$ cat src/rtl/svc_sram_cmd_arb_if.sv
// Bundles every handshake and bus signal of the multi-channel SRAM cmd
// arbiter. The upstream side carries NUM_CH flattened cmd and resp streams,
// and the downstream side carries one cmd and one resp stream.
//   slave  : the arbiter's view. It drives s_cmd_ready, s_resp_*, m_cmd_*
//            and m_resp_ready.
//   master : the environment's view (upstream channels plus the SRAM IO
//            layer), which is the mirror of slave.
// Channel i of a flattened field sits at [i*W +: W].
// The downstream meta is {channel, upstream meta}.
interface svc_sram_cmd_arb_if #(
    parameter int NUM_CH          = 2,
    parameter int SRAM_ADDR_WIDTH = 18,
    parameter int SRAM_DATA_WIDTH = 16,
    parameter int SRAM_STRB_WIDTH = 2,
    parameter int SRAM_META_WIDTH = 4,
    parameter int CH_W            = $clog2(NUM_CH)
);
    // upstream cmd
    logic [NUM_CH-1:0]                 s_cmd_valid;
    logic [NUM_CH-1:0]                 s_cmd_ready;
    logic [NUM_CH*SRAM_ADDR_WIDTH-1:0] s_cmd_addr;
    logic [NUM_CH*SRAM_META_WIDTH-1:0] s_cmd_meta;
    logic [NUM_CH-1:0]                 s_cmd_last;
    logic [NUM_CH-1:0]                 s_cmd_wr_en;
    logic [NUM_CH*SRAM_DATA_WIDTH-1:0] s_cmd_wr_data;
    logic [NUM_CH*SRAM_STRB_WIDTH-1:0] s_cmd_wr_strb;
    // upstream resp
    logic [NUM_CH-1:0]                 s_resp_valid;
    logic [NUM_CH-1:0]                 s_resp_ready;
    logic [NUM_CH*SRAM_META_WIDTH-1:0] s_resp_meta;
    logic [NUM_CH-1:0]                 s_resp_last;
    logic [NUM_CH*SRAM_DATA_WIDTH-1:0] s_resp_rd_data;
    // downstream cmd
    logic                              m_cmd_valid;
    logic                              m_cmd_ready;
    logic [SRAM_ADDR_WIDTH-1:0]        m_cmd_addr;
    logic [CH_W+SRAM_META_WIDTH-1:0]   m_cmd_meta;
    logic                              m_cmd_last;
    logic                              m_cmd_wr_en;
    logic [SRAM_DATA_WIDTH-1:0]        m_cmd_wr_data;
    logic [SRAM_STRB_WIDTH-1:0]        m_cmd_wr_strb;
    // downstream resp
    logic                              m_resp_valid;
    logic                              m_resp_ready;
    logic [CH_W+SRAM_META_WIDTH-1:0]   m_resp_meta;
    logic                              m_resp_last;
    logic [SRAM_DATA_WIDTH-1:0]        m_resp_rd_data;

    modport slave (
        input  s_cmd_valid, s_cmd_addr, s_cmd_meta, s_cmd_last, s_cmd_wr_en,
               s_cmd_wr_data, s_cmd_wr_strb, s_resp_ready,
               m_cmd_ready, m_resp_valid, m_resp_meta, m_resp_last, m_resp_rd_data,
        output s_cmd_ready, s_resp_valid, s_resp_meta, s_resp_last, s_resp_rd_data,
               m_cmd_valid, m_cmd_addr, m_cmd_meta, m_cmd_last, m_cmd_wr_en,
               m_cmd_wr_data, m_cmd_wr_strb, m_resp_ready
    );

    modport master (
        output s_cmd_valid, s_cmd_addr, s_cmd_meta, s_cmd_last, s_cmd_wr_en,
               s_cmd_wr_data, s_cmd_wr_strb, s_resp_ready,
               m_cmd_ready, m_resp_valid, m_resp_meta, m_resp_last, m_resp_rd_data,
        input  s_cmd_ready, s_resp_valid, s_resp_meta, s_resp_last, s_resp_rd_data,
               m_cmd_valid, m_cmd_addr, m_cmd_meta, m_cmd_last, m_cmd_wr_en,
               m_cmd_wr_data, m_cmd_wr_strb, m_resp_ready
    );
endinterface

$ cat src/rtl/svc_sram_cmd_arb.sv
// Multi-channel front end for the SRAM cmd/resp stream.
// - Arbitrates NUM_CH upstream cmd streams round-robin into one registered
//   downstream cmd stream.
// - Holds the grant for a whole burst, up to and including the beat with
//   last=1.
// - Tags the downstream meta with the channel index.
// - Routes read responses back to a channel by that tag.
// - Limits the number of read beats in flight per channel to MAX_RD_OUTST.
// Ports:
//   clk : clock
//   rst : synchronous reset, active-high
//   bus : svc_sram_cmd_arb_if.slave
//         upstream side   : s_cmd_* / s_resp_*, NUM_CH channels, flattened
//         downstream side : m_cmd_* / m_resp_*
module svc_sram_cmd_arb #(
    parameter int NUM_CH          = 2,
    parameter int SRAM_ADDR_WIDTH = 18,
    parameter int SRAM_DATA_WIDTH = 16,
    parameter int SRAM_STRB_WIDTH = 2,
    parameter int SRAM_META_WIDTH = 4,
    parameter int MAX_RD_OUTST    = 4
) (
    input  logic                 clk,
    input  logic                 rst,
    svc_sram_cmd_arb_if.slave    bus
);
    localparam int CH_W = $clog2(NUM_CH);
    localparam int AW   = SRAM_ADDR_WIDTH;
    localparam int DW   = SRAM_DATA_WIDTH;
    localparam int SW   = SRAM_STRB_WIDTH;
    localparam int MW   = SRAM_META_WIDTH;
    localparam int OW   = $clog2(MAX_RD_OUTST + 1);

    typedef enum logic {
        ST_IDLE,
        ST_LOCKED
    } state_t;

    state_t              state_reg;
    logic [CH_W-1:0]     lock_ch_reg;
    logic [CH_W-1:0]     rr_ptr_reg;

    // Downstream output register (one entry)
    logic                out_valid_reg;
    logic [AW-1:0]       out_addr_reg;
    logic [CH_W+MW-1:0]  out_meta_reg;
    logic                out_last_reg;
    logic                out_wr_en_reg;
    logic [DW-1:0]       out_wr_data_reg;
    logic [SW-1:0]       out_wr_strb_reg;

    logic [NUM_CH-1:0]   eligible;
    logic [NUM_CH-1:0]   tag_hit;
    logic [CH_W-1:0]     grant;
    logic                grant_found;
    logic [CH_W:0]       scan_idx;
    logic                can_load;
    logic                accept;
    logic [CH_W-1:0]     next_ptr;

    logic [AW-1:0]       sel_addr;
    logic [MW-1:0]       sel_meta;
    logic                sel_last;
    logic                sel_wr_en;
    logic [DW-1:0]       sel_wr_data;
    logic [SW-1:0]       sel_wr_strb;

    logic [CH_W-1:0]     resp_tag;

    // The output register can take a new beat when it is empty or when it is
    // being drained in this cycle. This sustains one beat per clock.
    assign can_load = !out_valid_reg || bus.m_cmd_ready;

    // Grant selection. A locked burst pins the grant to its channel, even when
    // that channel is stalled. Otherwise the grant goes to the first eligible
    // channel found by a cyclic scan that starts at rr_ptr.
    always_comb begin
        grant       = rr_ptr_reg;
        grant_found = 1'b0;
        scan_idx    = '0;
        if (state_reg == ST_LOCKED) begin
            grant       = lock_ch_reg;
            grant_found = 1'b1;
        end else begin
            for (int k = 0; k < NUM_CH; k++) begin
                scan_idx = {1'b0, rr_ptr_reg} + (CH_W+1)'(k);
                if (scan_idx >= (CH_W+1)'(NUM_CH)) begin
                    scan_idx = scan_idx - (CH_W+1)'(NUM_CH);
                end
                if (!grant_found && eligible[scan_idx[CH_W-1:0]]) begin
                    grant       = scan_idx[CH_W-1:0];
                    grant_found = 1'b1;
                end
            end
        end
    end

    assign accept   = !rst && can_load && grant_found && eligible[grant];
    assign next_ptr = (grant == CH_W'(NUM_CH - 1)) ? '0 : grant + CH_W'(1);

    // Mux of the granted channel's cmd fields
    always_comb begin
        sel_addr    = '0;
        sel_meta    = '0;
        sel_last    = 1'b0;
        sel_wr_en   = 1'b0;
        sel_wr_data = '0;
        sel_wr_strb = '0;
        for (int i = 0; i < NUM_CH; i++) begin
            if (grant == CH_W'(i)) begin
                sel_addr    = bus.s_cmd_addr[i*AW +: AW];
                sel_meta    = bus.s_cmd_meta[i*MW +: MW];
                sel_last    = bus.s_cmd_last[i];
                sel_wr_en   = bus.s_cmd_wr_en[i];
                sel_wr_data = bus.s_cmd_wr_data[i*DW +: DW];
                sel_wr_strb = bus.s_cmd_wr_strb[i*SW +: SW];
            end
        end
    end

    // Response routing: the tag sits in the top CH_W bits of the meta.
    assign resp_tag = bus.m_resp_meta[MW +: CH_W];

    // A tag that matches no channel is acknowledged here and dropped.
    assign bus.m_resp_ready = (|tag_hit) ? |(tag_hit & bus.s_resp_ready) : 1'b1;

    generate
        for (genvar gi = 0; gi < NUM_CH; gi++) begin : g_ch
            logic [OW-1:0] rd_outst_reg;
            logic          rd_inc;
            logic          rd_dec;

            assign tag_hit[gi]  = (resp_tag == CH_W'(gi));
            assign eligible[gi] = bus.s_cmd_valid[gi] &&
                                  (bus.s_cmd_wr_en[gi] || (rd_outst_reg < OW'(MAX_RD_OUTST)));

            assign bus.s_cmd_ready[gi] = !rst && can_load && grant_found &&
                                         (grant == CH_W'(gi)) && eligible[gi];

            assign bus.s_resp_valid[gi]              = !rst && bus.m_resp_valid && tag_hit[gi];
            assign bus.s_resp_meta[gi*MW +: MW]      = bus.m_resp_meta[MW-1:0];
            assign bus.s_resp_last[gi]               = bus.m_resp_last;
            assign bus.s_resp_rd_data[gi*DW +: DW]   = bus.m_resp_rd_data;

            assign rd_inc = bus.s_cmd_valid[gi] && bus.s_cmd_ready[gi] && !bus.s_cmd_wr_en[gi];
            assign rd_dec = bus.m_resp_valid && bus.m_resp_ready && tag_hit[gi];

            always_ff @(posedge clk) begin
                if (rst) begin
                    rd_outst_reg <= '0;
                end else begin
                    if (rd_inc && !rd_dec) begin
                        rd_outst_reg <= rd_outst_reg + OW'(1);
                    end else if (rd_dec && !rd_inc) begin
                        rd_outst_reg <= rd_outst_reg - OW'(1);
                    end
                    assert (!(rd_dec && !rd_inc && rd_outst_reg == '0));
                    assert (!(rd_inc && !rd_dec && rd_outst_reg == OW'(MAX_RD_OUTST)));
                end
            end
        end
    endgenerate

    // Burst lock FSM and the downstream output register
    always_ff @(posedge clk) begin
        if (rst) begin
            state_reg       <= ST_IDLE;
            lock_ch_reg     <= '0;
            rr_ptr_reg      <= '0;
            out_valid_reg   <= 1'b0;
            out_addr_reg    <= '0;
            out_meta_reg    <= '0;
            out_last_reg    <= 1'b0;
            out_wr_en_reg   <= 1'b0;
            out_wr_data_reg <= '0;
            out_wr_strb_reg <= '0;
        end else begin
            if (accept) begin
                if (sel_last) begin
                    state_reg  <= ST_IDLE;
                    rr_ptr_reg <= next_ptr;
                end else begin
                    state_reg   <= ST_LOCKED;
                    lock_ch_reg <= grant;
                end
            end
            if (can_load) begin
                out_valid_reg <= accept;
            end
            if (accept) begin
                out_addr_reg    <= sel_addr;
                out_meta_reg    <= {grant, sel_meta};
                out_last_reg    <= sel_last;
                out_wr_en_reg   <= sel_wr_en;
                out_wr_data_reg <= sel_wr_data;
                out_wr_strb_reg <= sel_wr_strb;
            end
        end
    end

    assign bus.m_cmd_valid   = out_valid_reg;
    assign bus.m_cmd_addr    = out_addr_reg;
    assign bus.m_cmd_meta    = out_meta_reg;
    assign bus.m_cmd_last    = out_last_reg;
    assign bus.m_cmd_wr_en   = out_wr_en_reg;
    assign bus.m_cmd_wr_data = out_wr_data_reg;
    assign bus.m_cmd_wr_strb = out_wr_strb_reg;
endmodule
$ cat src/flat_wrapper.sv
// flat-port wrapper written by rule: the top's interface ports become plain ports
module svc_sram_cmd_arb_flat 
#(
    parameter int NUM_CH          = 2,
    parameter int SRAM_ADDR_WIDTH = 18,
    parameter int SRAM_DATA_WIDTH = 16,
    parameter int SRAM_STRB_WIDTH = 2,
    parameter int SRAM_META_WIDTH = 4,
    parameter int MAX_RD_OUTST    = 4
)
  (clk, rst, bus_s_cmd_valid, bus_s_cmd_addr, bus_s_cmd_meta, bus_s_cmd_last, bus_s_cmd_wr_en, bus_s_cmd_wr_data, bus_s_cmd_wr_strb, bus_s_resp_ready, bus_m_cmd_ready, bus_m_resp_valid, bus_m_resp_meta, bus_m_resp_last, bus_m_resp_rd_data, bus_s_cmd_ready, bus_s_resp_valid, bus_s_resp_meta, bus_s_resp_last, bus_s_resp_rd_data, bus_m_cmd_valid, bus_m_cmd_addr, bus_m_cmd_meta, bus_m_cmd_last, bus_m_cmd_wr_en, bus_m_cmd_wr_data, bus_m_cmd_wr_strb, bus_m_resp_ready);
  svc_sram_cmd_arb_if #(.NUM_CH(NUM_CH), .SRAM_ADDR_WIDTH(SRAM_ADDR_WIDTH), .SRAM_DATA_WIDTH(SRAM_DATA_WIDTH), .SRAM_STRB_WIDTH(SRAM_STRB_WIDTH), .SRAM_META_WIDTH(SRAM_META_WIDTH)) bus_i ();
  input  logic clk;
  input  logic rst;
  input wire logic [$bits(bus_i.s_cmd_valid)-1:0] bus_s_cmd_valid;
  input wire logic [$bits(bus_i.s_cmd_addr)-1:0] bus_s_cmd_addr;
  input wire logic [$bits(bus_i.s_cmd_meta)-1:0] bus_s_cmd_meta;
  input wire logic [$bits(bus_i.s_cmd_last)-1:0] bus_s_cmd_last;
  input wire logic [$bits(bus_i.s_cmd_wr_en)-1:0] bus_s_cmd_wr_en;
  input wire logic [$bits(bus_i.s_cmd_wr_data)-1:0] bus_s_cmd_wr_data;
  input wire logic [$bits(bus_i.s_cmd_wr_strb)-1:0] bus_s_cmd_wr_strb;
  input wire logic [$bits(bus_i.s_resp_ready)-1:0] bus_s_resp_ready;
  input wire logic [$bits(bus_i.m_cmd_ready)-1:0] bus_m_cmd_ready;
  input wire logic [$bits(bus_i.m_resp_valid)-1:0] bus_m_resp_valid;
  input wire logic [$bits(bus_i.m_resp_meta)-1:0] bus_m_resp_meta;
  input wire logic [$bits(bus_i.m_resp_last)-1:0] bus_m_resp_last;
  input wire logic [$bits(bus_i.m_resp_rd_data)-1:0] bus_m_resp_rd_data;
  output wire logic [$bits(bus_i.s_cmd_ready)-1:0] bus_s_cmd_ready;
  output wire logic [$bits(bus_i.s_resp_valid)-1:0] bus_s_resp_valid;
  output wire logic [$bits(bus_i.s_resp_meta)-1:0] bus_s_resp_meta;
  output wire logic [$bits(bus_i.s_resp_last)-1:0] bus_s_resp_last;
  output wire logic [$bits(bus_i.s_resp_rd_data)-1:0] bus_s_resp_rd_data;
  output wire logic [$bits(bus_i.m_cmd_valid)-1:0] bus_m_cmd_valid;
  output wire logic [$bits(bus_i.m_cmd_addr)-1:0] bus_m_cmd_addr;
  output wire logic [$bits(bus_i.m_cmd_meta)-1:0] bus_m_cmd_meta;
  output wire logic [$bits(bus_i.m_cmd_last)-1:0] bus_m_cmd_last;
  output wire logic [$bits(bus_i.m_cmd_wr_en)-1:0] bus_m_cmd_wr_en;
  output wire logic [$bits(bus_i.m_cmd_wr_data)-1:0] bus_m_cmd_wr_data;
  output wire logic [$bits(bus_i.m_cmd_wr_strb)-1:0] bus_m_cmd_wr_strb;
  output wire logic [$bits(bus_i.m_resp_ready)-1:0] bus_m_resp_ready;
  assign bus_i.s_cmd_valid = bus_s_cmd_valid;
  assign bus_i.s_cmd_addr = bus_s_cmd_addr;
  assign bus_i.s_cmd_meta = bus_s_cmd_meta;
  assign bus_i.s_cmd_last = bus_s_cmd_last;
  assign bus_i.s_cmd_wr_en = bus_s_cmd_wr_en;
  assign bus_i.s_cmd_wr_data = bus_s_cmd_wr_data;
  assign bus_i.s_cmd_wr_strb = bus_s_cmd_wr_strb;
  assign bus_i.s_resp_ready = bus_s_resp_ready;
  assign bus_i.m_cmd_ready = bus_m_cmd_ready;
  assign bus_i.m_resp_valid = bus_m_resp_valid;
  assign bus_i.m_resp_meta = bus_m_resp_meta;
  assign bus_i.m_resp_last = bus_m_resp_last;
  assign bus_i.m_resp_rd_data = bus_m_resp_rd_data;
  assign bus_s_cmd_ready = bus_i.s_cmd_ready;
  assign bus_s_resp_valid = bus_i.s_resp_valid;
  assign bus_s_resp_meta = bus_i.s_resp_meta;
  assign bus_s_resp_last = bus_i.s_resp_last;
  assign bus_s_resp_rd_data = bus_i.s_resp_rd_data;
  assign bus_m_cmd_valid = bus_i.m_cmd_valid;
  assign bus_m_cmd_addr = bus_i.m_cmd_addr;
  assign bus_m_cmd_meta = bus_i.m_cmd_meta;
  assign bus_m_cmd_last = bus_i.m_cmd_last;
  assign bus_m_cmd_wr_en = bus_i.m_cmd_wr_en;
  assign bus_m_cmd_wr_data = bus_i.m_cmd_wr_data;
  assign bus_m_cmd_wr_strb = bus_i.m_cmd_wr_strb;
  assign bus_m_resp_ready = bus_i.m_resp_ready;
  svc_sram_cmd_arb #(.NUM_CH(NUM_CH), .SRAM_ADDR_WIDTH(SRAM_ADDR_WIDTH), .SRAM_DATA_WIDTH(SRAM_DATA_WIDTH), .SRAM_STRB_WIDTH(SRAM_STRB_WIDTH), .SRAM_META_WIDTH(SRAM_META_WIDTH), .MAX_RD_OUTST(MAX_RD_OUTST)) u_core (.clk(clk), .rst(rst), .bus(bus_i));
endmodule
$ cat config.mk
export PLATFORM = sky130hd
export DESIGN_NAME = svc_sram_cmd_arb_flat
export DESIGN_NICKNAME = d
export VERILOG_FILES = /design/src/rtl/svc_sram_cmd_arb_if.sv /design/src/rtl/svc_sram_cmd_arb.sv /design/src/flat_wrapper.sv
export SDC_FILE = /design/constraint.sdc
export NUM_CORES = 1
export LEC_CHECK = 0
export BUFFER_PORTS_ARGS = -buffer_cell sky130_fd_sc_hd__buf_2
export CORE_UTILIZATION = 45
export DETAILED_ROUTE_END_ITERATION = 10
export GPL_TIMING_DRIVEN = 0
export MAX_ROUTING_LAYER = met4
export PLACE_DENSITY = 0.82
export SLEW_MARGIN = 20
export SYNTH_ARGS = -nofsm -noshare
export SYNTH_HDL_FRONTEND = slang
export SYNTH_SLANG_ARGS = --single-unit
$ cat constraint.sdc
create_clock -name clk -period 4.5 [get_ports clk]
set_input_delay 1.125 -clock clk [delete_from_list [all_inputs] [get_ports clk]]
set_output_delay 1.125 -clock clk [all_outputs]
set_load 0.02 [all_outputs]
==> results.md <==
* CTS Root Cell: clkbuf_8
* Worst-skew pair later-pin latency at 320 ps
* Critical register-to-register path endpoint: u_core.g_ch[1].rd_outst_reg[2]
* Post-DP HPWL at between 8000 and 9000 µm
* Status: complete, no violations
* TNS Setup at 0 ps
* Hold buffer count at cts at 0
* Final setup margin at approximately 610 ps
* Most common cell after layout, fill and taps aside: buf_2
* Crit path top cell by count: buf_2
* Critical path capture point type: output port
* First-pass GRT wire length at 19000 µm
* Vias in the first global route at 3909
* Sequential share of the synthesized area at between 20% and 30%
* PnR Total Power at 1.46 mW
* Synth cell types at between 40 and 50
* Critical path type: in -> out
* Leakage at 2.04 nW
* CP arrival at around 2800 ps
* Worst-path cell chain: buf_2, nand2b_4, buf_6, a32o_1, buf_2, buf_2, nand3_1, nor2_1, buf_2
* TritonCTS clock tree: done
* Dpl ws at approximately 430 ps
* Synthesized flop and latch total at 53
* Die height at 91.2 µm
* Tmin final at 3890 ps
* Pin count of the biggest net entering global routing at 16
* Most frequent cells in the layout: buf_2 (203), dfxtp_1 (53), buf_4 (44), a311oi_1 (43)
* Initial DRC count at about 420
* Die area at 0.00832 mm²
* Util after Layout at about 61%
* Startpoint Class: input pin
* Grt total ovfl at 0
* Antenna Cells at 0
* Min-delay src: u_core.g_ch[0].rd_outst_reg[2]
* Reg2reg path depth at 13
* Max FFs per register at 18
* Synth-to-Final Area Change at 31.3%
* Hold EP: u_core.g_ch[0].rd_outst_reg[2]
* Crit path max fanout at 10
* Synth Net Count at between 500 and 600
* Gate Count Post-Synth at approximately 400
* Slew Limit Fails at 0
* Reg clk slew, reported paths at about 90 ps
* Flop2flop setup slack at ~1200 ps
* Routability cong. at about 0.92
* Longest Clk Path Bufs at 2
* Fillers at 715
* Fraction of registers with async set/reset at 0%
* Yosys Warn Count at 0
* Post-cts sizing count at 0
* Ports at ~210
* IO buf count at approximately 180
* ANT nets after route at 0
* Layout cell share with drive strength beyond 1 at between 40% and 50%
* Routed WL per cell at 17.1 µm
* Worst path slowest cell: buf_2
* Residual DRC count at 0
* Postcts setup bufs at 0
* Setup Viol. Count Final at 0
* Die X at between 90 and 100 µm
* Main flop type after synthesis: dfxtp_1
* Fmax at ~0.26 GHz
* Worst stage delay on the critical path at roughly 270 ps
* Critical path required time at approximately 3400 ps
* Storage cell area at between 0.001 and 0.0015 mm²
* Bufs and invs on worst path at 5
* First-pass iteration count of the detailed router at 5
* Core Region at approximately 0.0077 mm²
* RSZ-0062 raised after global routing: no
* Tcrit/Tclk final at between 80% and 90%
* Post-Syn Area at around 0.0036 mm²
* Starting Density at between 40% and 50%
* Hold Crit Class: reg -> reg
* Vias at about 4.3k
* Nets at 703
* Clk_skew at approximately 13 ps
* Initial antenna violation count at 0
* Crit path max-delay family: buffers and inverters
* Max_slew headroom at a little under half
* Worst R2R Start: u_core.lock_ch_reg
* All-layer global routing usage at approximately 29%
* H-tree depth at 2
* Worst-margin pin slew at just under 800 ps
* Max Cap Violations at 0
* DR vias/cell at about 6.3
* Maximum vdd drop at around 0.16 mV
* Multi-input logic area at 0.00187 mm²
* CTS sink count at 53
* Pwr dens at roughly 310 mW/mm²
* Hold Path Depth at 2
* Rows at 32
* Mean Syn Cell Area at 9.04 µm²
* Fin. Hold Viols at 0
* Post-synth EDFFs at 0
* CTS Buf Count at 5
* DRT Wirelength at ~12000 µm
[power by group]
group,total [mW],leakage [nW],internal (mW),switching [mW]
Clock,0.275,0.0450,0.109,0.166
Combinational,0.625,1.56,0.244,0.381
Sequential,0.556,0.438,0.524,0.0324
[layer usage]
metal	vias up	global-route usage, %	part of all wire (%)
met4	0	10.3	2.4
met5	-	-	0
li1	2001	-	-
met3	34	3.60	8.0
met1	2004	37.7	41
met2	263	44.9	48
[layout make-up]
| type | count | share of cell area (%) |
|---|---|---|
| Multi-Input combinational cell | 231 | 39.8 |
| Inverter | 7 | 0.559 |
| Tap cell | 102 | 2.71 |
| Sequential cell | 53 | 22.6 |
| Timing Repair Buffer | 182 | 19.4 |
| Buffer | 105 | 13.3 |
| Clock inverter | 2 | 0.213 |
| Clock buffer | 6 | 1.54 |
[cells by family after synthesis]
| logic type | Yosys count | synth area share (%) |
|---|---|---|
| xor+xnor | 4 | 0.979 |
| fa+ha+maj | 4 | 1.82 |
| simple gates | 31 | 5.03 |
| mux | 3 | 0.874 |
| compound gates | 189 | 43.5 |
| flops | 53 | 29.6 |
| buf+inv | 112 | 18.1 |
[cell usage after synthesis, types with 2 or more instances]
cell       instances  area share (%)
a41oi_1            2            0.49
mux2i_1            2            0.56
o311ai_1          40             9.8
a311oi_1          43              11
nand4_1            2            0.35
buf_1              8            0.84
nor3_1             2            0.28
buf_2             21             2.9
nand3_1            4            0.56
nor2_1             6            0.63
nand2_1            2            0.21
nand2b_1           3            0.52
o2111ai_1         42              10
fa_1               2             1.1
dfxtp_1           53              30
buf_6              5             1.6
or3_1              2            0.35
and3_1             3            0.52
o311ai_0           2            0.49
buf_4             44             9.2
and2_1             2            0.35
clkbuf_1          27             2.8
inv_1              7            0.73
o21ai_0            2            0.28
a21oi_1            3            0.42
ha_1               2            0.70
xor2_1             4            0.98
a31oi_1           42             7.3
[through the flow]
step | std cells | instance area, µm² | hold slack (ps)
2_1_floorplan | 396 | 3580 | 467
3_3_place_gp | 680 | 4620 | 483
3_5_place_dp | 680 | 4620 | 499
4_1_cts | 688 | 4700 | 512
5_1_grt | 688 | 4700 | 559
6_report | 688 | 4700 | 512
[tightest hold or removal path, cell delays in order, from the launching register on]
cell and delay [ps]:
dfxtp_1 340, o21ai_0 70, a21oi_1 60
[how the worst max path moves through the flow]
stage               slack (ps)                              to          startpoint  cells past startpoint
floorplan                  970  u_core.g_ch[1].rd_outst_reg[2]  bus_s_cmd_wr_en[1]                     13
global placement           530  u_core.g_ch[0].rd_outst_reg[2]  bus_s_cmd_wr_en[1]                     14
detailed placement         430  u_core.g_ch[1].rd_outst_reg[2]  bus_s_cmd_wr_en[1]                     14
CTS                        630              bus_s_cmd_ready[1]  bus_s_cmd_wr_en[1]                      9
global route               460              bus_s_cmd_ready[1]  bus_s_cmd_wr_en[1]                      9
finish                     610              bus_s_cmd_ready[1]  bus_s_cmd_wr_en[1]                      9
(Power assumes the default switching activity.)
